[src/rtl/pixel_pkg.sv]
// pixel_pkg: shared screen constants, pixel beat type, output FSM states and
// the clip/address helpers used by pixel_sink.
// Build option: PIXEL_SINK_CLEAR_EN adds the CLEAR state.
package pixel_pkg;

  localparam int SCREEN_W = 320;
  localparam int SCREEN_H = 240;
  localparam int COLOUR_W = 4;
  localparam int ADDR_W   = 17;

  typedef struct packed {
    logic [8:0]          x;
    logic [8:0]          y;
    logic [COLOUR_W-1:0] colour;
  } pixel_beat_t;

`ifdef PIXEL_SINK_CLEAR_EN
  typedef enum logic [1:0] {ST_IDLE, ST_WRITE, ST_CLEAR} sink_state_t;
`else
  typedef enum logic {ST_IDLE, ST_WRITE} sink_state_t;
`endif

  // True when the beat lands inside the visible screen.
  function automatic logic on_screen(input pixel_beat_t b);
    return (b.x < 9'(SCREEN_W)) && (b.y < 9'(SCREEN_H));
  endfunction

  // Row-major framebuffer address, widened to ADDR_W before the multiply.
  function automatic logic [ADDR_W-1:0] pixel_addr(input pixel_beat_t b);
    return ADDR_W'(b.y) * ADDR_W'(SCREEN_W) + ADDR_W'(b.x);
  endfunction

endpackage

[src/rtl/pixel_sink_if.sv]
// pixel_sink_if: pixel beat input, framebuffer write port and status of the
// pixel sink. slave = pixel_sink side, master = drawing/memory side.
// Build option: PIXEL_SINK_CLEAR_EN adds clear_req/clear_busy.
interface pixel_sink_if;
  import pixel_pkg::*;

  logic                writeEn;
  logic [8:0]          x;
  logic [8:0]          y;
  logic [COLOUR_W-1:0] colour;
  logic                ready;
  logic                mem_we;
  logic [ADDR_W-1:0]   mem_addr;
  logic [COLOUR_W-1:0] mem_data;
  logic                mem_busy;
  logic [15:0]         clip_count;
  logic                overflow;
`ifdef PIXEL_SINK_CLEAR_EN
  logic                clear_req;
  logic                clear_busy;

  modport slave (
    input  writeEn, x, y, colour, mem_busy, clear_req,
    output ready, mem_we, mem_addr, mem_data, clip_count, overflow, clear_busy
  );
  modport master (
    output writeEn, x, y, colour, mem_busy, clear_req,
    input  ready, mem_we, mem_addr, mem_data, clip_count, overflow, clear_busy
  );
`else
  modport slave (
    input  writeEn, x, y, colour, mem_busy,
    output ready, mem_we, mem_addr, mem_data, clip_count, overflow
  );
  modport master (
    output writeEn, x, y, colour, mem_busy,
    input  ready, mem_we, mem_addr, mem_data, clip_count, overflow
  );
`endif
endinterface

[src/rtl/pixel_fifo.sv]
// pixel_fifo: synchronous FIFO with first-word-fall-through read data.
// A push while full is dropped even if a pop happens in the same cycle.
module pixel_fifo #(
  parameter int DEPTH = 4,
  parameter int WIDTH = 8
) (
  input  logic                       clock,
  input  logic                       reset,
  input  logic                       push_i,
  input  logic [WIDTH-1:0]           data_i,
  input  logic                       pop_i,
  output logic [WIDTH-1:0]           data_o,
  output logic                       full_o,
  output logic                       empty_o,
  output logic [$clog2(DEPTH):0]     count_o
);

  localparam int AW = $clog2(DEPTH);
  localparam int CW = AW + 1;

  logic [WIDTH-1:0] mem_q [DEPTH];
  logic [AW-1:0]    wr_ptr_q, rd_ptr_q;
  logic [CW-1:0]    count_q;
  logic             push_ok, pop_ok;

  assign full_o  = (count_q == CW'(DEPTH));
  assign empty_o = (count_q == '0);
  assign count_o = count_q;
  assign push_ok = push_i && !full_o;
  assign pop_ok  = pop_i && !empty_o;
  assign data_o  = mem_q[rd_ptr_q];

  // Pointer and occupancy bookkeeping.
  // NOTE: sequential state uses <= so every register samples pre-edge values.
  always_ff @(posedge clock or posedge reset) begin
    if (reset) begin
      wr_ptr_q <= '0;
      rd_ptr_q <= '0;
      count_q  <= '0;
    end else begin
      if (push_ok) wr_ptr_q <= wr_ptr_q + AW'(1);
      if (pop_ok)  rd_ptr_q <= rd_ptr_q + AW'(1);
      count_q <= count_q + CW'(push_ok) - CW'(pop_ok);
    end
  end

  // Entry storage.
  // NOTE: storage is not reset; the pointers alone decide which entries are valid.
  always_ff @(posedge clock) begin
    if (push_ok) mem_q[wr_ptr_q] <= data_i;
  end

endmodule

[src/rtl/pixel_sink.sv]
// pixel_sink: buffers pixel beats, drops off-screen ones, and issues
// single-beat framebuffer writes that wait out mem_busy.
// Build option: PIXEL_SINK_CLEAR_EN adds a full-screen clear sequence.
module pixel_sink
  import pixel_pkg::*;
#(
  parameter int FIFO_DEPTH = 4
) (
  input logic         clock,
  input logic         reset,
  pixel_sink_if.slave sink
);

  localparam int CNT_W = $clog2(FIFO_DEPTH) + 1;

  pixel_beat_t       push_beat, head_beat;
  logic              fifo_full, fifo_empty, fifo_push, fifo_pop;
  logic [CNT_W-1:0]  fifo_count;
  logic              unused_count;

  sink_state_t       state_q;
  logic              mem_we_q;
  logic [ADDR_W-1:0] mem_addr_q;
  logic [COLOUR_W-1:0] mem_data_q;
  logic [15:0]       clip_count_q, clip_count_d;
  logic              overflow_q;

  logic              ready, clearing, hold_for_clear;
  logic              load_slot, load_beat, head_visible;
  logic [ADDR_W-1:0] head_addr;

`ifdef PIXEL_SINK_CLEAR_EN
  localparam logic [ADDR_W-1:0] LAST_ADDR = ADDR_W'(SCREEN_W * SCREEN_H - 1);
  logic clear_pend_q;
  assign clearing       = (state_q == ST_CLEAR);
  assign hold_for_clear = sink.clear_req || clear_pend_q;
  assign sink.clear_busy = clearing;
`else
  assign clearing       = 1'b0;
  assign hold_for_clear = 1'b0;
`endif

  assign push_beat    = '{x: sink.x, y: sink.y, colour: sink.colour};
  assign ready        = !fifo_full && !clearing;
  assign fifo_push    = sink.writeEn && ready;
  assign unused_count = ^fifo_count;

  // The output slot frees up when idle or when the current write completes.
  assign load_slot    = ((state_q == ST_IDLE) ||
                         (state_q == ST_WRITE && !sink.mem_busy)) && !hold_for_clear;
  assign fifo_pop     = load_slot && !fifo_empty;
  assign head_visible = on_screen(head_beat);
  assign load_beat    = fifo_pop && head_visible;
  assign head_addr    = pixel_addr(head_beat);

  pixel_fifo #(
    .DEPTH (FIFO_DEPTH),
    .WIDTH ($bits(pixel_beat_t))
  ) u_fifo (
    .clock   (clock),
    .reset   (reset),
    .push_i  (fifo_push),
    .data_i  (push_beat),
    .pop_i   (fifo_pop),
    .data_o  (head_beat),
    .full_o  (fifo_full),
    .empty_o (fifo_empty),
    .count_o (fifo_count)
  );

  // Saturating count of beats popped and discarded as off-screen.
  always_comb begin
    // NOTE: default first so no path leaves the signal unassigned (no latch).
    clip_count_d = clip_count_q;
    if (fifo_pop && !head_visible && clip_count_q != 16'hFFFF)
      clip_count_d = clip_count_q + 16'd1;
  end

  // Output FSM with registered write strobe, address and data.
  always_ff @(posedge clock or posedge reset) begin
    if (reset) begin
      state_q      <= ST_IDLE;
      mem_we_q     <= 1'b0;
      mem_addr_q   <= '0;
      mem_data_q   <= '0;
      clip_count_q <= '0;
`ifdef PIXEL_SINK_CLEAR_EN
      clear_pend_q <= 1'b0;
`endif
    end else begin
      clip_count_q <= clip_count_d;
      case (state_q)
        ST_IDLE: begin
`ifdef PIXEL_SINK_CLEAR_EN
          if (hold_for_clear) begin
            state_q      <= ST_CLEAR;
            mem_we_q     <= 1'b1;
            mem_addr_q   <= '0;
            mem_data_q   <= '0;
            clear_pend_q <= 1'b0;
          end else
`endif
          if (load_beat) begin
            state_q    <= ST_WRITE;
            mem_we_q   <= 1'b1;
            mem_addr_q <= head_addr;
            mem_data_q <= head_beat.colour;
          end
        end
        ST_WRITE: begin
          if (!sink.mem_busy) begin
            if (load_beat) begin
              mem_addr_q <= head_addr;
              mem_data_q <= head_beat.colour;
            end else begin
              state_q  <= ST_IDLE;
              mem_we_q <= 1'b0;
            end
          end
        end
`ifdef PIXEL_SINK_CLEAR_EN
        ST_CLEAR: begin
          if (!sink.mem_busy) begin
            if (mem_addr_q == LAST_ADDR) begin
              state_q  <= ST_IDLE;
              mem_we_q <= 1'b0;
            end else begin
              mem_addr_q <= mem_addr_q + ADDR_W'(1);
            end
          end
        end
`endif
        default: begin
          state_q  <= ST_IDLE;
          mem_we_q <= 1'b0;
        end
      endcase
`ifdef PIXEL_SINK_CLEAR_EN
      if (sink.clear_req && state_q == ST_WRITE) clear_pend_q <= 1'b1;
`endif
    end
  end

  // Sticky flag for beats offered while the sink could not take them.
  always_ff @(posedge clock or posedge reset) begin
    if (reset)                          overflow_q <= 1'b0;
    else if (sink.writeEn && !ready)    overflow_q <= 1'b1;
  end

  assign sink.ready      = ready;
  assign sink.mem_we     = mem_we_q;
  assign sink.mem_addr   = mem_addr_q;
  assign sink.mem_data   = mem_data_q;
  assign sink.clip_count = clip_count_q;
  assign sink.overflow   = overflow_q;

endmodule
[src/flat_wrapper.sv]
// flat-port wrapper written by rule: the top's interface ports become plain ports
module pixel_sink_flat import pixel_pkg::*;
#(
  parameter int FIFO_DEPTH = 4
)
  (clock, reset, sink_writeEn, sink_x, sink_y, sink_colour, sink_mem_busy, sink_ready, sink_mem_we, sink_mem_addr, sink_mem_data, sink_clip_count, sink_overflow);
  pixel_sink_if sink_i ();
  input logic clock;
  input logic reset;
  input wire logic [$bits(sink_i.writeEn)-1:0] sink_writeEn;
  input wire logic [$bits(sink_i.x)-1:0] sink_x;
  input wire logic [$bits(sink_i.y)-1:0] sink_y;
  input wire logic [$bits(sink_i.colour)-1:0] sink_colour;
  input wire logic [$bits(sink_i.mem_busy)-1:0] sink_mem_busy;
  output wire logic [$bits(sink_i.ready)-1:0] sink_ready;
  output wire logic [$bits(sink_i.mem_we)-1:0] sink_mem_we;
  output wire logic [$bits(sink_i.mem_addr)-1:0] sink_mem_addr;
  output wire logic [$bits(sink_i.mem_data)-1:0] sink_mem_data;
  output wire logic [$bits(sink_i.clip_count)-1:0] sink_clip_count;
  output wire logic [$bits(sink_i.overflow)-1:0] sink_overflow;
  assign sink_i.writeEn = sink_writeEn;
  assign sink_i.x = sink_x;
  assign sink_i.y = sink_y;
  assign sink_i.colour = sink_colour;
  assign sink_i.mem_busy = sink_mem_busy;
  assign sink_ready = sink_i.ready;
  assign sink_mem_we = sink_i.mem_we;
  assign sink_mem_addr = sink_i.mem_addr;
  assign sink_mem_data = sink_i.mem_data;
  assign sink_clip_count = sink_i.clip_count;
  assign sink_overflow = sink_i.overflow;
  pixel_sink #(.FIFO_DEPTH(FIFO_DEPTH)) u_core (.clock(clock), .reset(reset), .sink(sink_i));
endmodule
[config.mk]
export PLATFORM = sky130hd
export DESIGN_NAME = pixel_sink_flat
export DESIGN_NICKNAME = d
export VERILOG_FILES = /design/src/rtl/pixel_pkg.sv /design/src/rtl/pixel_sink_if.sv /design/src/rtl/pixel_fifo.sv /design/src/rtl/pixel_sink.sv /design/src/flat_wrapper.sv
export SDC_FILE = /design/constraint.sdc
export NUM_CORES = 1
export LEC_CHECK = 0
export ABC_AREA = 0
export CORE_MARGIN = 5
export CORE_UTILIZATION = 35
export CTS_BUF_LIST = sky130_fd_sc_hd__clkbuf_16
export DETAILED_ROUTE_END_ITERATION = 7
export HOLD_SLACK_MARGIN = 0.03
export PLACE_DENSITY_LB_ADDON = 0.25
export SLEW_MARGIN = 30
export SYNTH_ARGS = -nofsm -noshare
export SYNTH_HDL_FRONTEND = slang
export SYNTH_SLANG_ARGS = --single-unit
[constraint.sdc]
create_clock -name clock -period 4.5 [get_ports clock]
set_input_delay 0.9 -clock clock [delete_from_list [all_inputs] [get_ports clock]]
set_output_delay 0.9 -clock clock [all_outputs]
set_load 0.1 [all_outputs]
==> results.toml <==
[global_routing]
grt_overflow_total = 0
grt_pass1_vias = 3479
antenna_found_initial = 1
grt_first_pass_wirelength_mm = 18.5
grt.total_usage = 0.122
grt_max_degree = 48

[worst_setup_path]
end_kind = "register"
library_cell_appearing_most_often_on_the_critical_path = "sky130_fd_sc_hd__ha_1"
criticalPathCategory = "register to register"
arrival_ps = 3930
reg2reg_depth = 9
cp_slowest_stage_delay_ps = 740
register_to_register_path_setup_slack_ps = 890
crit_path_start_kind = "register"
regToRegEndpoint = "u_core.sink.mem_addr[16]"
path_cells = "mux4_1 -> ha_1 -> ha_1 -> or2_2 -> o21a_1 -> o311ai_1 -> nand4_1 -> xor2_1 -> o21ai_0"
timing.critical_path.slowest_stage_cell = "sky130_fd_sc_hd__dfrtp_1"
worstPathMaxFanout = 11
timing.rr.start = "u_core.u_fifo.rd_ptr_q[0]"
wp_data_required_ps = 4830

[run_status]
status = "complete, no violations"

[final_layout]
post_route_cells_drive_above_1_share = 0.162
fin_nets = 498
area.growth.synth_to_final_pct = 25.5
antenna_cells_inserted = 0
finalInstanceArea_sq_um = 7460

[floorplanning]
die_area_sq_um = 19700
die_height_um = 140
rows = 47
die_w_um = 140
fp.coreArea_sq_um = 16600
initial_core_util = 0.357
pin_count = 66

[timing]
tightest_slew_ps = 988
hold_viol = 0
post-route-worst-setup-slack_ps = 894
finalWorstPathRequiredPeriod_ps = 3610
timing.final.max_slew_violations = 0
timing.slew.headroom = 0.340
final.period_utilization = 0.801
max_freq_mhz = 277
rsz0062_at_grt = "false"
totalNegativeSetupSlack_ps = 0
setup_violations = 0
finalClockSkew_ps = 6.82

[synthesis]
postSynthCellCount = 364
syn-cell-area_sq_um = 5950
async_flop_share = 0.348
postSynthNetCount = 417
cell_taking_the_most_area_after_synthesis = "sky130_fd_sc_hd__edfxtp_1"
synth_largest_type_area_fraction = 0.444
yosys_most_used_dff = "sky130_fd_sc_hd__edfxtp_1"
yosys.cell_types.count = 47
dominant_cells_by_area_after_synthesis = "sky130_fd_sc_hd__edfxtp_1 (44%), sky130_fd_sc_hd__dfrtp_1 (20%), sky130_fd_sc_hd__mux4_2 (5.7%)"
synth.yosys.seq_area_share = 0.642
synth_enable_flop_cells = 88
ys.warnings.count = 0
syn_area_per_cell_sq_um = 16.3
synth.top_cells.by_count = "sky130_fd_sc_hd__edfxtp_1 (88), sky130_fd_sc_hd__dfrtp_1 (47), sky130_fd_sc_hd__ha_1 (24)"
yosys.cell_count.top_type = "sky130_fd_sc_hd__edfxtp_1"
synth.ff_latch_count = 135

[cts]
hold_buffers = 0
clk-insertion-delay-late_ps = 420
clock-root-buffer = "sky130_fd_sc_hd__clkbuf_16"
clkSinkCount = 135
cts.repair.resized = 0
post_cts.repair.setup_buffers = 0
cts.htree.levels = 4
cts_buffer_depth = 2
clkSlewWorstSetupHoldPaths_ps = 50
tritoncts_clock_tree = "done"
number_of_clock_buffers_inserted_by_tritoncts = 17

[worst_hold_path]
hold_end = "u_core.sink.overflow"
hold_path.startpoint = "u_core.sink.overflow"
holdCritPathClass = "register to register"
hold_path_depth = 1

[drt]
final_routed_wire_length_divided_by_cell_count_um = 16.4
drtIter0Drc = 182
num_vias = 3229
drt.antenna.violating_nets = 0
wire_length_reported_by_the_detailed_router_mm = 11.2
route.detailed.vias_per_inst = 4.76
drt_pass1_iterations = 4
detail_route.drc_violations = 0

[placed_design]
gp_routability_congestion = 0.783
detailed_place_hpwl_mm = 7.46
port_buffers = 65
place_ws_ps = 859
post_dp_cell_area_sq_um = 6860

[run]
max_cap_viols = 0
[layout by cell type (no fill, tap or decap), types with 8 or more instances in the layout]
cell type                          n
sky130_fd_sc_hd__clkbuf_16        17
sky130_fd_sc_hd__clkdlybuf4s50_1  65
sky130_fd_sc_hd__dfrtp_1          47
sky130_fd_sc_hd__edfxtp_1         88
sky130_fd_sc_hd__ha_1             24
sky130_fd_sc_hd__inv_1            18
sky130_fd_sc_hd__mux2_4            8
sky130_fd_sc_hd__mux4_2           15
sky130_fd_sc_hd__nand2_1          23
sky130_fd_sc_hd__nand3_1           9
sky130_fd_sc_hd__nor2_1           10
sky130_fd_sc_hd__o21ai_0          13
sky130_fd_sc_hd__xnor2_1          20
sky130_fd_sc_hd__xor2_1           12
[area by class of cell]
type,instances,area (sq um)
fillers,1451,9180
flip-flops and latches,135,3820
multi-input cells,202,2000
repair buffers,71,696
clock buffers,17,425
well taps,220,275
clock inverters,15,176
inverters,18,70.1
[registers in the layout, indices dropped and copies added (netlist names)]
name                    flops
u_core.u_fifo.wr_ptr_q      2
u_core.sink.clip_count     16
u_core.sink.overflow        1
u_core.u_fifo.mem_q        88
u_core.state_q              1
u_core.u_fifo.count_o       3
u_core.u_fifo.rd_ptr_q      2
u_core.sink.mem_addr       17
u_core.sink.mem_we          1
u_core.sink.mem_data        4
[logic make-up (layout without fill, tap and decap cells)]
family,count (synthesis),count (layout),synth area share
buffers and inverters,27,121,0.0217
flip-flops,135,135,0.642
multiplexers,35,35,0.117
AO/OA/AOI/OAI,33,33,0.0408
AND/OR/NAND/NOR,75,75,0.0701
adder cells (fa/ha/maj),27,27,0.0606
XOR/XNOR,32,32,0.0471
[critical path: cells and delay by family, from the launching register on]
kind / cells / cell delay [ps]
compound gates: 3 / 760
flops: 1 / 740
mux: 1 / 730
fa+ha+maj: 2 / 600
simple gates: 2 / 500
xor+xnor: 1 / 170
[layer usage]
layer  wire [um]  GRT usage  part of all wire
met2        5220      0.191              0.47
met3         663     0.0426             0.059
met5          13          0            0.0012
met1        5040      0.155              0.45
met4         215     0.0505             0.019
[stage by stage]
stage / instances / util / hold WS, ps
2_1_floorplan: 364 / - / 449
3_3_place_gp: 646 / 0.412 / 459
3_5_place_dp: 646 / 0.412 / 462
4_1_cts: 678 / 0.448 / 472
5_1_grt: 678 / 0.448 / 492
6_report: 678 / 0.448 / 471
[worst max-delay path by stage]
stage	start	end	slack (ps)	cells after the start
2_1_floorplan	u_core.u_fifo.rd_ptr_q[0]	u_core.sink.mem_addr[16]	1060	14
3_3_place_gp	u_core.u_fifo.rd_ptr_q[0]	u_core.sink.mem_addr[16]	940	10
3_5_place_dp	u_core.u_fifo.rd_ptr_q[0]	u_core.sink.mem_addr[16]	860	9
4_1_cts	u_core.u_fifo.rd_ptr_q[0]	u_core.sink.mem_addr[16]	840	9
5_1_grt	u_core.u_fifo.rd_ptr_q[0]	u_core.sink.mem_addr[14]	580	10
6_report	u_core.u_fifo.rd_ptr_q[0]	u_core.sink.mem_addr[16]	890	9
Power is not shown: default switching activity piles up to over one toggle a cycle in this logic, so the estimate is an artifact.
